===== src/rtl/ls_unit_pipe.sv =====
// Buffered load/store unit: in-order request FIFO, hit/miss memory port, CDB writeback.
// Optional misalignment trap enabled by defining LS_UNIT_MISALIGN_CHK_EN.
module ls_unit_pipe #(
    parameter int XLEN  = 32,
    parameter int TAG_W = 5,
    parameter int DEPTH = 4
) (
    input  logic             clock,
    input  logic             reset,
    input  logic             flush,
    input  logic             in_valid,
    output logic             in_ready,
    input  logic             in_is_load,
    input  logic [XLEN-1:0]  in_src1,
    input  logic [XLEN-1:0]  in_src2,
    input  logic [XLEN-1:0]  in_imm,
    input  logic [2:0]       in_func3,
    input  logic [TAG_W-1:0] in_tag,
    output logic             mem_read,
    output logic             mem_write,
    output logic [XLEN-1:0]  mem_addr,
    output logic [1:0]       mem_size,
    output logic [XLEN-1:0]  mem_wdata,
    input  logic             mem_hit,
    input  logic [XLEN-1:0]  mem_rdata,
    output logic             wb_valid,
    input  logic             wb_ready,
    output logic [XLEN-1:0]  wb_data,
    output logic [TAG_W-1:0] wb_tag,
    output logic             wb_is_store
`ifdef LS_UNIT_MISALIGN_CHK_EN
    ,
    output logic             wb_exc
`endif
);

    localparam int PW = $clog2(DEPTH);
    localparam int CW = PW + 1;

    typedef enum logic [1:0] {
        IDLE,
        REQ,
        RESP
    } state_t;

    state_t state, state_n;

    logic             q_ld   [DEPTH];
    logic [XLEN-1:0]  q_ea   [DEPTH];
    logic [XLEN-1:0]  q_src2 [DEPTH];
    logic [2:0]       q_f3   [DEPTH];
    logic [TAG_W-1:0] q_tag  [DEPTH];

    logic [PW-1:0] wr_ptr, rd_ptr;
    logic [CW-1:0] count;
    logic          full, empty, enq, pop;

    logic             h_ld;
    logic [XLEN-1:0]  h_ea, h_src2;
    logic [2:0]       h_f3;
    logic [TAG_W-1:0] h_tag;
    logic [1:0]       lane;
    logic [7:0]       byte_v;
    logic [15:0]      half_v;
    logic [XLEN-1:0]  ld_val, st_data, cap_data;
    logic             cap_en, cap_exc, head_mis;

    logic [XLEN-1:0]  wb_data_q;
    logic [TAG_W-1:0] wb_tag_q;
    logic             wb_st_q, exc_q;

    assign full     = (count == CW'(DEPTH));
    assign empty    = (count == '0);
    assign in_ready = !full && !flush;
    assign enq      = in_valid && in_ready;

    assign h_ld   = q_ld[rd_ptr];
    assign h_ea   = q_ea[rd_ptr];
    assign h_src2 = q_src2[rd_ptr];
    assign h_f3   = q_f3[rd_ptr];
    assign h_tag  = q_tag[rd_ptr];
    assign lane   = h_ea[1:0];

`ifdef LS_UNIT_MISALIGN_CHK_EN
    assign head_mis = !empty &&
                      (((h_f3[1:0] == 2'b01) && h_ea[0]) ||
                       ((h_f3[1:0] == 2'b10) && (lane != 2'b00)));
    assign wb_exc   = wb_valid && exc_q;
`else
    assign head_mis = 1'b0;
`endif

    // Storage carries no reset; validity is tracked by count alone.
    always_ff @(posedge clock) begin
        if (enq) begin
            q_ld[wr_ptr]   <= in_is_load;
            q_ea[wr_ptr]   <= in_src1 + in_imm;
            q_src2[wr_ptr] <= in_src2;
            q_f3[wr_ptr]   <= in_func3;
            q_tag[wr_ptr]  <= in_tag;
        end
    end

    always_ff @(posedge clock or posedge reset) begin
        if (reset) begin
            wr_ptr <= '0;
            rd_ptr <= '0;
            count  <= '0;
        end else if (flush) begin
            wr_ptr <= '0;
            rd_ptr <= '0;
            count  <= '0;
        end else begin
            if (enq) wr_ptr <= wr_ptr + PW'(1);
            if (pop) rd_ptr <= rd_ptr + PW'(1);
            case ({enq, pop})
                2'b10:   count <= count + CW'(1);
                2'b01:   count <= count - CW'(1);
                default: count <= count;
            endcase
        end
    end

    always_comb begin
        byte_v = 8'(mem_rdata >> {lane, 3'b000});
        half_v = 16'(mem_rdata >> {h_ea[1], 4'b0000});
        ld_val = '0;
        case (h_f3)
            3'b000:  ld_val = {{(XLEN-8){byte_v[7]}}, byte_v};
            3'b001:  ld_val = {{(XLEN-16){half_v[15]}}, half_v};
            3'b010:  ld_val = mem_rdata;
            3'b100:  ld_val = {{(XLEN-8){1'b0}}, byte_v};
            3'b101:  ld_val = {{(XLEN-16){1'b0}}, half_v};
            default: ld_val = '0;
        endcase
        st_data  = (h_f3[1:0] == 2'b10) ? h_src2 : (h_src2 << {lane, 3'b000});
        cap_data = (cap_exc || !h_ld) ? '0 : ld_val;
    end

    always_comb begin
        state_n   = state;
        mem_read  = 1'b0;
        mem_write = 1'b0;
        wb_valid  = 1'b0;
        pop       = 1'b0;
        cap_en    = 1'b0;
        cap_exc   = 1'b0;
        unique case (state)
            IDLE: begin
                if (!empty) begin
                    if (head_mis) begin
                        cap_en  = 1'b1;
                        cap_exc = 1'b1;
                        state_n = RESP;
                    end else begin
                        state_n = REQ;
                    end
                end
            end
            REQ: begin
                if (head_mis) begin
                    cap_en  = 1'b1;
                    cap_exc = 1'b1;
                    state_n = RESP;
                end else begin
                    mem_read  = h_ld;
                    mem_write = !h_ld;
                    if (mem_hit) begin
                        cap_en  = 1'b1;
                        state_n = RESP;
                    end
                end
            end
            RESP: begin
                wb_valid = 1'b1;
                if (wb_ready) begin
                    pop     = 1'b1;
                    state_n = (count > CW'(1)) ? REQ : IDLE;
                end
            end
            default: state_n = IDLE;
        endcase
        // Squash wins over every request, result and transition.
        if (flush) begin
            mem_read  = 1'b0;
            mem_write = 1'b0;
            wb_valid  = 1'b0;
            pop       = 1'b0;
            cap_en    = 1'b0;
            state_n   = IDLE;
        end
    end

    always_ff @(posedge clock or posedge reset) begin
        if (reset) begin
            state     <= IDLE;
            wb_data_q <= '0;
            wb_tag_q  <= '0;
            wb_st_q   <= 1'b0;
            exc_q     <= 1'b0;
        end else begin
            state <= state_n;
            if (cap_en) begin
                wb_data_q <= cap_data;
                wb_tag_q  <= h_tag;
                wb_st_q   <= !h_ld;
                exc_q     <= cap_exc;
            end
        end
    end

    assign mem_addr    = (mem_read || mem_write) ? {h_ea[XLEN-1:2], 2'b00} : '0;
    assign mem_size    = (mem_read || mem_write) ? h_f3[1:0] : 2'b00;
    assign mem_wdata   = mem_write ? st_data : '0;
    assign wb_data     = wb_data_q;
    assign wb_tag      = wb_tag_q;
    assign wb_is_store = wb_st_q;

endmodule


===== config.mk =====
export PLATFORM = sky130hd
export DESIGN_NAME = ls_unit_pipe
export DESIGN_NICKNAME = d
export VERILOG_FILES = /design/src/rtl/ls_unit_pipe.sv
export SDC_FILE = /design/constraint.sdc
export NUM_CORES = 1
export LEC_CHECK = 0
export CAP_MARGIN = 10
export CORE_MARGIN = 3
export CORE_UTILIZATION = 39
export CTS_CLUSTER_SIZE = 24
export DETAILED_ROUTE_END_ITERATION = 10
export GPL_ROUTABILITY_DRIVEN = 1
export PLACE_DENSITY = 0.69
export SYNTH_ARGS = -nofsm -noshare
export SYNTH_HDL_FRONTEND = slang
export SYNTH_SLANG_ARGS = --single-unit

===== constraint.sdc =====
create_clock -name clock -period 7.25 [get_ports clock]
set_clock_uncertainty 0.05 [all_clocks]
set_input_delay 1.45 -clock clock [delete_from_list [all_inputs] [get_ports clock]]
set_output_delay 1.45 -clock clock [all_outputs]
set_load 0.005 [all_outputs]

======== After elaboration in Yosys (flattened, before gate mapping) ========
Memories as Yosys holds them, arrays and structs flattened. A register that Yosys moved wholly into a read port is not among the register bits.
Index checks and enable logic that the tools add are counted.
word-level totals
  bits in writable memories ............... 292
  word-level logic and storage cells ...... 78
  memories ................................ 5
  output and inout port bits .............. 108
  input bits .............................. 143
  register bits after elaboration ......... 42
operators by class
  mux-type cells .......................... 32
  $add $sub $neg .......................... 5
  order comparisons ....................... 1
  equal/unequal tests ..................... 13
  reductions and logical operators ........ 13
  shift operators ......................... 3
memories
  name    depth  width  rd ports  clocked after Yosys merged registers in  write ports  line  source
  q_ea    4      32     1         0                                        1            49    logic [XLEN-1:0] q_ea [DEPTH];
  q_src2  4      32     1         0                                        1            50    logic [XLEN-1:0] q_src2 [DEPTH];
  q_tag   4      5      1         1                                        1            52    logic [TAG_W-1:0] q_tag [DEPTH];
  q_f3    4      3      1         0                                        1            51    logic [2:0] q_f3 [DEPTH];
  q_ld    4      1      1         0                                        1            48    logic q_ld [DEPTH];
operator list
  operator                                                                         number
  32-bit case mux with 5 select lines                                              1
  32-bit 2-to-1 mux                                                                4
  32-bit adder                                                                     1
  32-bit by 5-bit << shifter with 32-bit output                                    1
  32-bit by 5-bit >> shifter with 16-bit output                                    1
  32-bit by 5-bit >> shifter with 8-bit output                                     1
  2-bit 2-to-1 mux                                                                 9
  1-bit 2-to-1 mux                                                                 15
  3-bit equality test, second input constant                                       3
  3-bit != test, second input constant                                             3
  2-bit equality test, second input constant                                       3
  3-bit logical NOT                                                                2
  2-bit case mux with 3 select lines                                               1
  3-bit case mux with 2 select lines                                               1
  2-bit by 1-bit adder with 2-bit output, second input constant                    2
  2-bit by 1-bit equality test with 1-bit output, second input constant            2
  2-bit nonzero test                                                               2
  3-bit by 1-bit adder with 3-bit output, second input constant                    1
  3-bit by 1-bit equality test with 1-bit output, second input constant            1
  3-bit by 2-bit equality test with 1-bit output, second input constant            1
  3-bit by 1-bit greater-than comparator with 1-bit output, second input constant  1
  1-bit logical NOT                                                                3
  3-bit 2-to-1 mux                                                                 1
  3-bit AND reduction                                                              1
  other kinds (5)                                                                  6

======== Depth between registers and ports, before layout ========
Gate-level depths: netlist of run 1.
  depth in word-level cells ............... 7
  depth in mapped cells ................... 10
  gate-level depth less buffers ........... 9

======== Worst setup path after synthesis of run 1 ========
OpenSTA, ideal clock, no wires.
  kind .................................... input-to-reg
  start point ............................. input port flush
  end point ............................... memory q_ea[0][0] (enable)
  library setup time ...................... 0.440 ns
  arrival ................................. 3.568 ns
  path buffers ............................ 0
  data required time ...................... 6.760 ns
  path slack .............................. 3.193 ns
  cell stages on the path ................. 2
  cell sequence ........................... a21oi_1 > and3_1
between the ends
  cells in the longest elaborated chain, start to end .. 5
ends and longest elaborated chain
  item                                    line  source
  start, declared                         10    input logic flush,
  1-bit logical NOT                       74    assign in_ready = !full && !flush;
  1-bit logical AND                       74
  1-bit logical AND                       75    assign enq = in_valid && in_ready;
  1-bit 2-to-1 mux                        95    if (enq) begin
  1-bit 2-to-1 mux (not written as such)  97    q_ea[wr_ptr] <= in_src1 + in_imm;
  end, declared                           49
Every way passes these cells.

======== Worst setup path in the final report of run 1 ========
  start point ............................. input port flush
  end point ............................... output port mem_wdata[29]
between the ends
  cells in the longest elaborated chain, start to end .. 2
ends and longest elaborated chain
  item               line  source
  1-bit 2-to-1 mux   184   if (flush) begin
  32-bit 2-to-1 mux  214   assign mem_wdata = mem_write ? st_data : '0;
  end, declared      23    output logic [XLEN-1:0] mem_wdata,
Every way passes these cells.

==> impl_metrics.toml, run 1 <==
[timing]
setup_viol = 0
tightest_slew_ns = 1.09
rsz0062_at_grt = "false"
finalCritPeriodShare_pct = 81.4
hold_viol_final = 0
maxSlewHeadroom_pct = 27.1
fin_crit_ns = 5.90
drv_slew = 0
fmax_mhz = 169
setup-tns-final_ns = 0

[floorplanning]
row_count = 72
die_y_um = 205
die_w_um = 205
die_area_mm2 = 0.0420
io_pins = 251
design.core.area_mm2 = 0.0389
start_util_pct = 39.7

[placement]
gp_congestion = 0.870
dp_hpwl_um = 26300
placed_cell_area_mm2 = 0.0185
port-buffer-count = 248

[routing]
viasPerCell = 5.48
drt_iter0_drc = 757
drtPass1Iterations = 5
routed_wl_um = 38200
antenna_left = 0
drc = 0
vias = 10000
wl_per_cell_um = 20.9

[yosys]
syn_area_per_cell_um2 = 15.0
synth_cell_type_count = 69
yosysTopAreaCellShare_pct = 56.8
ys_ff_latch = 339
postSynthCellCount = 1031
async_flop_share_pct = 13.9
synth_area_leader_cell = "edfxtp_1"
synth_area_mm2 = 0.0154
synth_area_leaders = "edfxtp_1 57%, mux4_2 11%, dfrtp_1 7.6%"
seq_area_frac_synth_pct = 64.4
yosysMostFrequentCell = "edfxtp_1"
netlist_top_cells_count = "292 x edfxtp_1, 105 x nand2_1, 72 x mux4_2, 54 x and3_1, 48 x nor2_1"
synth-edff-count = 292
ys_warn_count = 0
synth_ff_type = "edfxtp_1"

[job]
maxCapViolCount = 0

[cells_and_area]
fin_nets = 1462
fin_area_mm2 = 0.0196
post-route-util_pct = 50.5
drive_gt1_share_pct = 12.3
area_growth_syn_to_layout_pct = 27.2

[critical_path]
worstPathRequired_ns = 5.75
slowest_stage = "clkdlybuf4s50_1"
rr_startpoint = "rd_ptr[0]$_DFFE_PP0P_"
reg2reg_slack_ns = 3.37
crit_type = "in -> out"
slowest_delay_ns = 0.65
endpoint_kind = "output pin"
worstRegToRegCells = 7
cp_common_cell = "clkdlybuf4s50_1"
startpoint = "flush"
critPathLaunchType = "primary input"
crit_cells = 8
cp_num_buf_inv = 3
crit_path_end = "mem_wdata[29]"
crit_chain = "clkdlybuf4s50_1 -> nor2_2 -> and2_1 -> nand2b_1 -> inv_1 -> o21ai_0 -> a21oi_1 -> clkdlybuf4s50_1"
regToRegEndpoint = "wb_data[28]$_DFFE_PP0P_"
cpLargestDelayFamily = "buffers and inverters"
cp_max_fo = 23
arrival_ns = 4.40

[min_path]
holdPathStages = 1
hold_class = "reg -> reg"

[grt]
grt_max_degree = 48
grt_pass1_wl_um = 58000
track_usage_pct = 17.9
globalRouteOverflowTotal = 0
grt_pass1_vias = 10300
antenna_found_initial = 2

[clock_tree]
clkLatencyLatePin_ns = 0.52
cts-htree-levels = 2
cts.sinks = 339
numCtsBuffers = 36
cts_tree = "done"
clockBufferDepth = 3
clk_pin_slew_worst_paths_ns = 0.06
cts.repair.resized = 0
ctsHoldBuffers = 0
post_cts_buffers = 0
cts-root-buf = "clkbuf_16"

[status]
status = "finished, final reports clean"

[pwr]
vdd_drop_max_v = 0.000129
p_leak_nw = 6.91
power.density_mw_per_mm2 = 249
power.total_mw = 4.89
## worst min-delay path by stage
stage,start,endpoint,slack (ns)
after detailed placement,wb_data[7]$_DFFE_PP0P_,wb_data[7]$_DFFE_PP0P_,0.42
final,wb_data[7]$_DFFE_PP0P_,wb_data[7]$_DFFE_PP0P_,0.42
after global routing,wb_data[7]$_DFFE_PP0P_,wb_data[7]$_DFFE_PP0P_,0.45
after floorplan,wb_tag[0]$_DFFE_PP0P_,wb_tag[0]$_DFFE_PP0P_,0.42
after global placement,wb_data[7]$_DFFE_PP0P_,wb_data[7]$_DFFE_PP0P_,0.41
after CTS,wb_data[7]$_DFFE_PP0P_,wb_data[7]$_DFFE_PP0P_,0.43
## power by group
group | total [mW] | leakage, nW | switching [mW] | internal, mW
clock network | 1.79 | 0.560 | 0.723 | 1.07
registers | 2.33 | 3.28 | 0.0483 | 2.28
logic | 0.771 | 3.07 | 0.392 | 0.379
## layer usage
metal	up-vias	track usage, %	wire [um]
met3	60	4.15	2690
li1	4583	-	-
met4	2	5.54	889
met1	5009	22.3	15200
met5	-	0	13
met2	358	31.1	19400
## through the flow
stage | hold slack [ns] | std cells | setup WS [ns]
3_5_place_dp | 0.417 | 1760 | 1.38
4_1_cts | 0.431 | 1826 | 1.36
6_report | 0.425 | 1827 | 1.35
3_3_place_gp | 0.409 | 1760 | 1.52
2_1_floorplan | 0.420 | 1032 | 3.19
5_1_grt | 0.448 | 1827 | 1.17
## layout by cell type, fill, tap and decap left out, types with 4 or more instances in the layout
master           synthesis  final
ha_1                    38     38
mux2i_1                 11     10
buf_4                    3     13
xnor2_1                 20     20
o21ai_0                 47     47
clkbuf_1                34      9
o21ai_1                 18     18
nand3_1                 15     15
xor2_1                  12     12
and3_4                   0      4
mux4_2                  72     72
dfrtp_1                 47     45
inv_1                   14     13
and3_1                  54     50
nor2_1                  48     47
clkbuf_16                0     38
and4_1                   6      6
a211oi_1                 6      6
a31oi_1                  4      4
edfxtp_1               292    292
clkdlybuf4s50_1          0    248
a22oi_1                 11     11
a221o_1                 16     16
a21oi_1                 47     47
a221oi_1                16     16
clkinv_1                 0     10
o211ai_1                 5      5
a21o_1                  15     15
nand2_1                105    105
## registers in the layout, indices dropped and copies added, names as in the netlist
register / count
q_ld: 4
rd_ptr: 2
count: 3
q_ea: 128
q_src2: 128
wb_is_store: 1
wr_ptr: 2
q_f3: 12
q_tag: 20
state: 2
wb_tag: 5
wb_data: 32
## final cells by class
type                    count  area [um^2]
clock buffers              47          985
clock inverters            19          179
well taps                 518          648
repair buffers            261         2580
flip-flops and latches    339         9950
fillers                  3386        19300
diodes                      1         2.50
multi-input cells         626         5230
inverters                  16         60.1
## logic make-up after synthesis
kind of cell / after synthesis / share of synthesized area (%)
and+or+nand+nor: 252 / 7.76
AOI/OAI and AO/OA: 213 / 9.29
xor gates and xnor gates: 32 / 1.82
adders and majority gates: 39 / 3.21
other: 1 / 0.0243
muxes: 88 / 11.6
buffers and inverters: 67 / 1.89
DFF: 339 / 64.4
## worst register-to-register path, stage by stage, from the launching register on
cell and delay (ns):
dfrtp_4 0.77, buf_4 0.52, mux4_2 0.79, mux2_4 0.28, mux2_2 0.16, nand2_2 0.07, a2111oi_4 0.94, a221o_1 0.23
Note: power is estimated with default switching activity, not from simulation.
==> run 2, diff against run 1 <==
--- a/config.mk
+++ b/config.mk
@@ -11,7 +11,7 @@
 export CTS_CLUSTER_SIZE = 24
 export DETAILED_ROUTE_END_ITERATION = 10
 export GPL_ROUTABILITY_DRIVEN = 1
-export PLACE_DENSITY = 0.69
+export PLACE_DENSITY = 0.72
 export SYNTH_ARGS = -nofsm -noshare
 export SYNTH_HDL_FRONTEND = slang
 export SYNTH_SLANG_ARGS = --single-unit
==> constraint.sdc (replaced) <==
create_clock -name clock -period 4.95 [get_ports clock]
set_clock_uncertainty 0.05 [all_clocks]
set_input_delay 0.99 -clock clock [delete_from_list [all_inputs] [get_ports clock]]
set_output_delay 0.99 -clock clock [all_outputs]
set_load 0.005 [all_outputs]
==> impl_metrics.toml, run 2 (synthesis results as in run 1) <==
[timing]
setup_viol = 0
maxSlewHeadroom_pct = 23.0
finalCritPeriodShare_pct = 95.4
fmax_mhz = 212
fin_crit_ns = 4.72
tightest_slew_ns = 1.15
setup-tns-final_ns = 0
hold_viol_final = 0
rsz0062_at_grt = "false"
setup_slack_ns = 0.230
drv_slew = 0

[critical_path]
rr_startpoint = "rd_ptr[1]$_DFFE_PP0P_"
crit_type = "reg -> out"
startpoint = "rd_ptr[1]$_DFFE_PP0P_"
worstPathRequired_ns = 3.91
critPathLaunchType = "register"
arrival_ns = 3.68
endpoint_kind = "output pin"
cp_max_fo = 26

[cells_and_area]
instances_no_fill = 1828
post-route-util_pct = 50.7
drive_gt1_share_pct = 12.9
fin_nets = 1469
mostFrequentLayoutCells = "292 x edfxtp_1, 248 x clkdlybuf4s50_1, 105 x nand2_1"
final_common_cell = "edfxtp_1"
area_growth_syn_to_layout_pct = 27.7

[routing]
wl_per_cell_um = 21.0
routed_wl_um = 38400
drc = 0
vias = 10100
drtPass1Iterations = 5
antenna_left = 0
viasPerCell = 5.53
drt_iter0_drc = 852

[floorplanning]
die_w_um = 205
design.core.area_mm2 = 0.0389
die_y_um = 205
die_area_mm2 = 0.0420
start_util_pct = 39.7
row_count = 72
io_pins = 251

[placement]
gp_congestion = 0.854
dp_hpwl_um = 26200
port-buffer-count = 248
dp_cells = 1768
pre_cts_slack_ns = 0.570

[min_path]
hold_class = "reg -> reg"
worstHoldStart = "wb_tag[0]$_DFFE_PP0P_"

[grt]
grt_max_degree = 48
globalRouteOverflowTotal = 0
grt_pass1_wl_um = 59000
antenna_found_initial = 2
track_usage_pct = 18.1
grt_pass1_vias = 10200

[clock_tree]
cts.sinks = 339
cts-htree-levels = 2
cts_tree = "done"
ctsHoldBuffers = 0
clk_pin_slew_worst_paths_ns = 0.06
cts-root-buf = "clkbuf_16"
clkLatencyLatePin_ns = 0.51
clockBufferDepth = 3
numCtsBuffers = 35

[pwr]
power.density_mw_per_mm2 = 363
p_leak_nw = 6.95
power.total_mw = 7.16
vdd_drop_max_v = 0.000191

[status]
status = "finished, final reports clean"

[job]
maxCapViolCount = 0
## run 2: cell types whose count changed in the layout (fill, tap and decap cells not counted), moves of 2 or more
cell      change
buf_12        +4
clkinv_1      -4
buf_4         +3
clkbuf_1      -2
## run 2: final cells by class
cell class | count | area (um^2)
antenna | 1 | 2.50
clock buffer | 44 | 952
clock inverter | 15 | 178
fill | 3227 | 19200
inverter | 16 | 60.1
multi-input combinational | 626 | 5240
sequential | 339 | 9950
tap | 518 | 648
timing repair buffer | 269 | 2690
## run 2: per-stage QoR
step / instance area (um^2) / hold WS (ns)
finish: 19700 / 0.425
CTS: 19700 / 0.430
detailed placement: 18600 / 0.417
global route: 19700 / 0.444
global placement: 18600 / 0.412
floorplan: 15400 / 0.420
## run 2: layer usage
layer  track usage [%]  up-vias  wire, um
met5                 0        -        27
met4              4.52        4       747
met3              3.31       56      2710
met2              31.3      416     19000
met1              23.8     5033     15900
li1                  -     4594         -
## run 2: power by group
part	switching (mW)	total (mW)	internal, mW
Combinational	0.577	1.14	0.562
Sequential	0.0731	3.41	3.34
Clock	1.04	2.61	1.57
## run 2: critical path, stage by stage (launching register included)
cell and delay (ns):
dfrtp_4 0.63, mux2_2 0.39, o21ai_2 0.76, nand2_1 0.17, buf_4 0.25, o21ai_0 0.30
a21oi_1 0.16, clkdlybuf4s50_1 0.50
## run 2: worst paths after layout
check | endpoint | slack (ns) | cells past startpoint
hold / removal | wb_tag[0]$_DFFE_PP0P_ | 0.42 | 2
setup reg to reg | wb_data[31]$_DFFE_PP0P_ | 1.65 | 8
max in group asynchronous | rd_ptr[1]$_DFFE_PP0P_ | 3.09 | 2
setup / recovery | mem_wdata[29] | 0.23 | 7
hold reg to reg | wb_tag[0]$_DFFE_PP0P_ | 0.42 | 2
min in group asynchronous | wb_data[1]$_DFFE_PP0P_ | 1.01 | 2
## run 2: timing repair
item                                    in CTS  in global routing
setup buffers                                0                  0
endpoints found under the setup margin       0                  9
gates resized for setup                      0                  3
==> run 3, diff against run 2 <==
--- a/config.mk
+++ b/config.mk
@@ -11,7 +11,9 @@
 export CTS_CLUSTER_SIZE = 24
 export DETAILED_ROUTE_END_ITERATION = 10
 export GPL_ROUTABILITY_DRIVEN = 1
+export GPL_TIMING_DRIVEN = 0
 export PLACE_DENSITY = 0.72
+export REMOVE_ABC_BUFFERS = 1
 export SYNTH_ARGS = -nofsm -noshare
 export SYNTH_HDL_FRONTEND = slang
 export SYNTH_SLANG_ARGS = --single-unit
==> impl_metrics.toml, run 3 (synthesis results as in run 1) <==
[critical_path]
cp_num_buf_inv = 3
crit_type = "in -> out"
arrival_ns = 3.75
critPathLaunchType = "primary input"
slowest_stage = "clkdlybuf4s50_1"
worstPathRequired_ns = 3.91
slowest_delay_ns = 0.67
endpoint_kind = "output pin"
cpLargestDelayFamily = "buffers and inverters"
cp_max_fo = 13
cp_common_cell = "clkdlybuf4s50_1"
crit_chain = "clkdlybuf4s50_1 -> nor2_4 -> and2_1 -> nand2b_2 -> clkinvlp_4 -> o21ai_0 -> a21oi_1 -> clkdlybuf4s50_1"
reg2reg_slack_ns = 1.38

[clock_tree]
numCtsBuffers = 37
cts_tree = "done"
clockBufferDepth = 3
clk_pin_slew_worst_paths_ns = 0.06
ctsHoldBuffers = 0
cts-htree-levels = 2
cts.sinks = 339
cts-root-buf = "clkbuf_16"
clkLatencyLatePin_ns = 0.53

[timing]
setup_viol = 0
drv_slew = 0
tightest_slew_ns = 0.979
rsz0062_at_grt = "false"
setup-tns-final_ns = 0
maxSlewHeadroom_pct = 34.4
hold_viol_final = 0
finalCritPeriodShare_pct = 96.8
fmax_mhz = 209
fin_crit_ns = 4.79

[min_path]
hold_class = "reg -> reg"

[placement]
port-buffer-count = 248
placed_cell_area_mm2 = 0.0186
dp_hpwl_um = 25600
gp_congestion = 0.851

[routing]
drt_iter0_drc = 615
viasPerCell = 5.51
drtPass1Iterations = 5
vias = 10100
antenna_left = 0
routed_wl_um = 39400
wl_per_cell_um = 21.5
drc = 0

[floorplanning]
start_util_pct = 39.7
die_y_um = 205
design.core.area_mm2 = 0.0389
row_count = 72
die_w_um = 205
die_area_mm2 = 0.0420
io_pins = 251

[cells_and_area]
final_common_cell = "edfxtp_1"
diodes = 0
area_growth_syn_to_layout_pct = 29.5
fin_nets = 1474
fin_area_mm2 = 0.0200
mostFrequentLayoutCells = "292 x edfxtp_1, 248 x clkdlybuf4s50_1, 103 x nand2_1"
post-route-util_pct = 51.4
drive_gt1_share_pct = 14.2

[status]
status = "finished, final reports clean"

[grt]
antenna_found_initial = 3
track_usage_pct = 18.3
grt_pass1_wl_um = 59300
globalRouteOverflowTotal = 0
grt_pass1_vias = 10300
grt_max_degree = 55

[pwr]
power.density_mw_per_mm2 = 363
p_leak_nw = 7.05
vdd_drop_max_v = 0.000174

[job]
maxCapViolCount = 0
-- run 3: cell type report --
class	instances	area, um^2
fill	3299	18900
sequential	339	9950
multi-input combinational	627	5290
timing repair buffer	270	2850
clock buffer	47	1010
tap	518	648
clock inverter	19	179
inverter	16	63.8
timing repair inverter	1	7.51
-- run 3: metal layers --
layer	routed length [um]	GRT usage, %	share of wire (%)
met1	16300	23.5	41
met4	925	5.47	2.3
met3	2970	4.05	7.5
met5	46	0	0.12
met2	19200	31.2	49
-- run 3: final timing paths --
| kind | from | end | cells after the start |
|---|---|---|---|
| worst max-delay path | flush | mem_wdata[28] | 8 |
| worst min-delay path | wb_tag[0]$_DFFE_PP0P_ | wb_tag[0]$_DFFE_PP0P_ | 2 |
| worst max register to register | rd_ptr[0]$_DFFE_PP0P_ | wb_data[19]$_DFFE_PP0P_ | 9 |
| worst min register to register | wb_tag[0]$_DFFE_PP0P_ | wb_tag[0]$_DFFE_PP0P_ | 2 |
| max in group asynchronous | reset | rd_ptr[0]$_DFFE_PP0P_ | 3 |
| min in group asynchronous | reset | wb_data[0]$_DFFE_PP0P_ | 2 |
-- run 3: stage by stage --
step	instances	hold slack, ns	setup slack (ns)	total power, mW
after floorplan	981	0.420	-0.984	4.03
after global placement	1747	0.411	-4.83	4.57
after detailed placement	1759	0.417	-0.805	4.62
after CTS	1829	0.427	0.00821	7.34
after global routing	1837	0.451	0.0107	7.58
final	1837	0.426	0.158	7.26
-- run 3: worst reg2reg max path: cells and delay by family (launching register included) --
| family | cells | cell delay, ns |
|---|---|---|
| buffers and inverters | 3 | 0.76 |
| AND/OR/NAND/NOR | 1 | 0.07 |
| AO/OA/AOI/OAI | 2 | 1.09 |
| flip-flops | 1 | 0.45 |
| multiplexers | 3 | 1.08 |
-- run 3: what timing repair did --
item | in CTS | in global routing
endpoints found under the setup margin | 27 | 20
pin swaps | 1 | 2
cloned | 1 | 1
resized for setup | 14 | 0
setup buffers | 3 | 7
-- run 3: report_power, final --
part           switching [mW]  internal (mW)
Combinational           0.566          0.578
Clock                    1.09           1.60
Sequential             0.0910           3.34
Total                    1.74           5.52
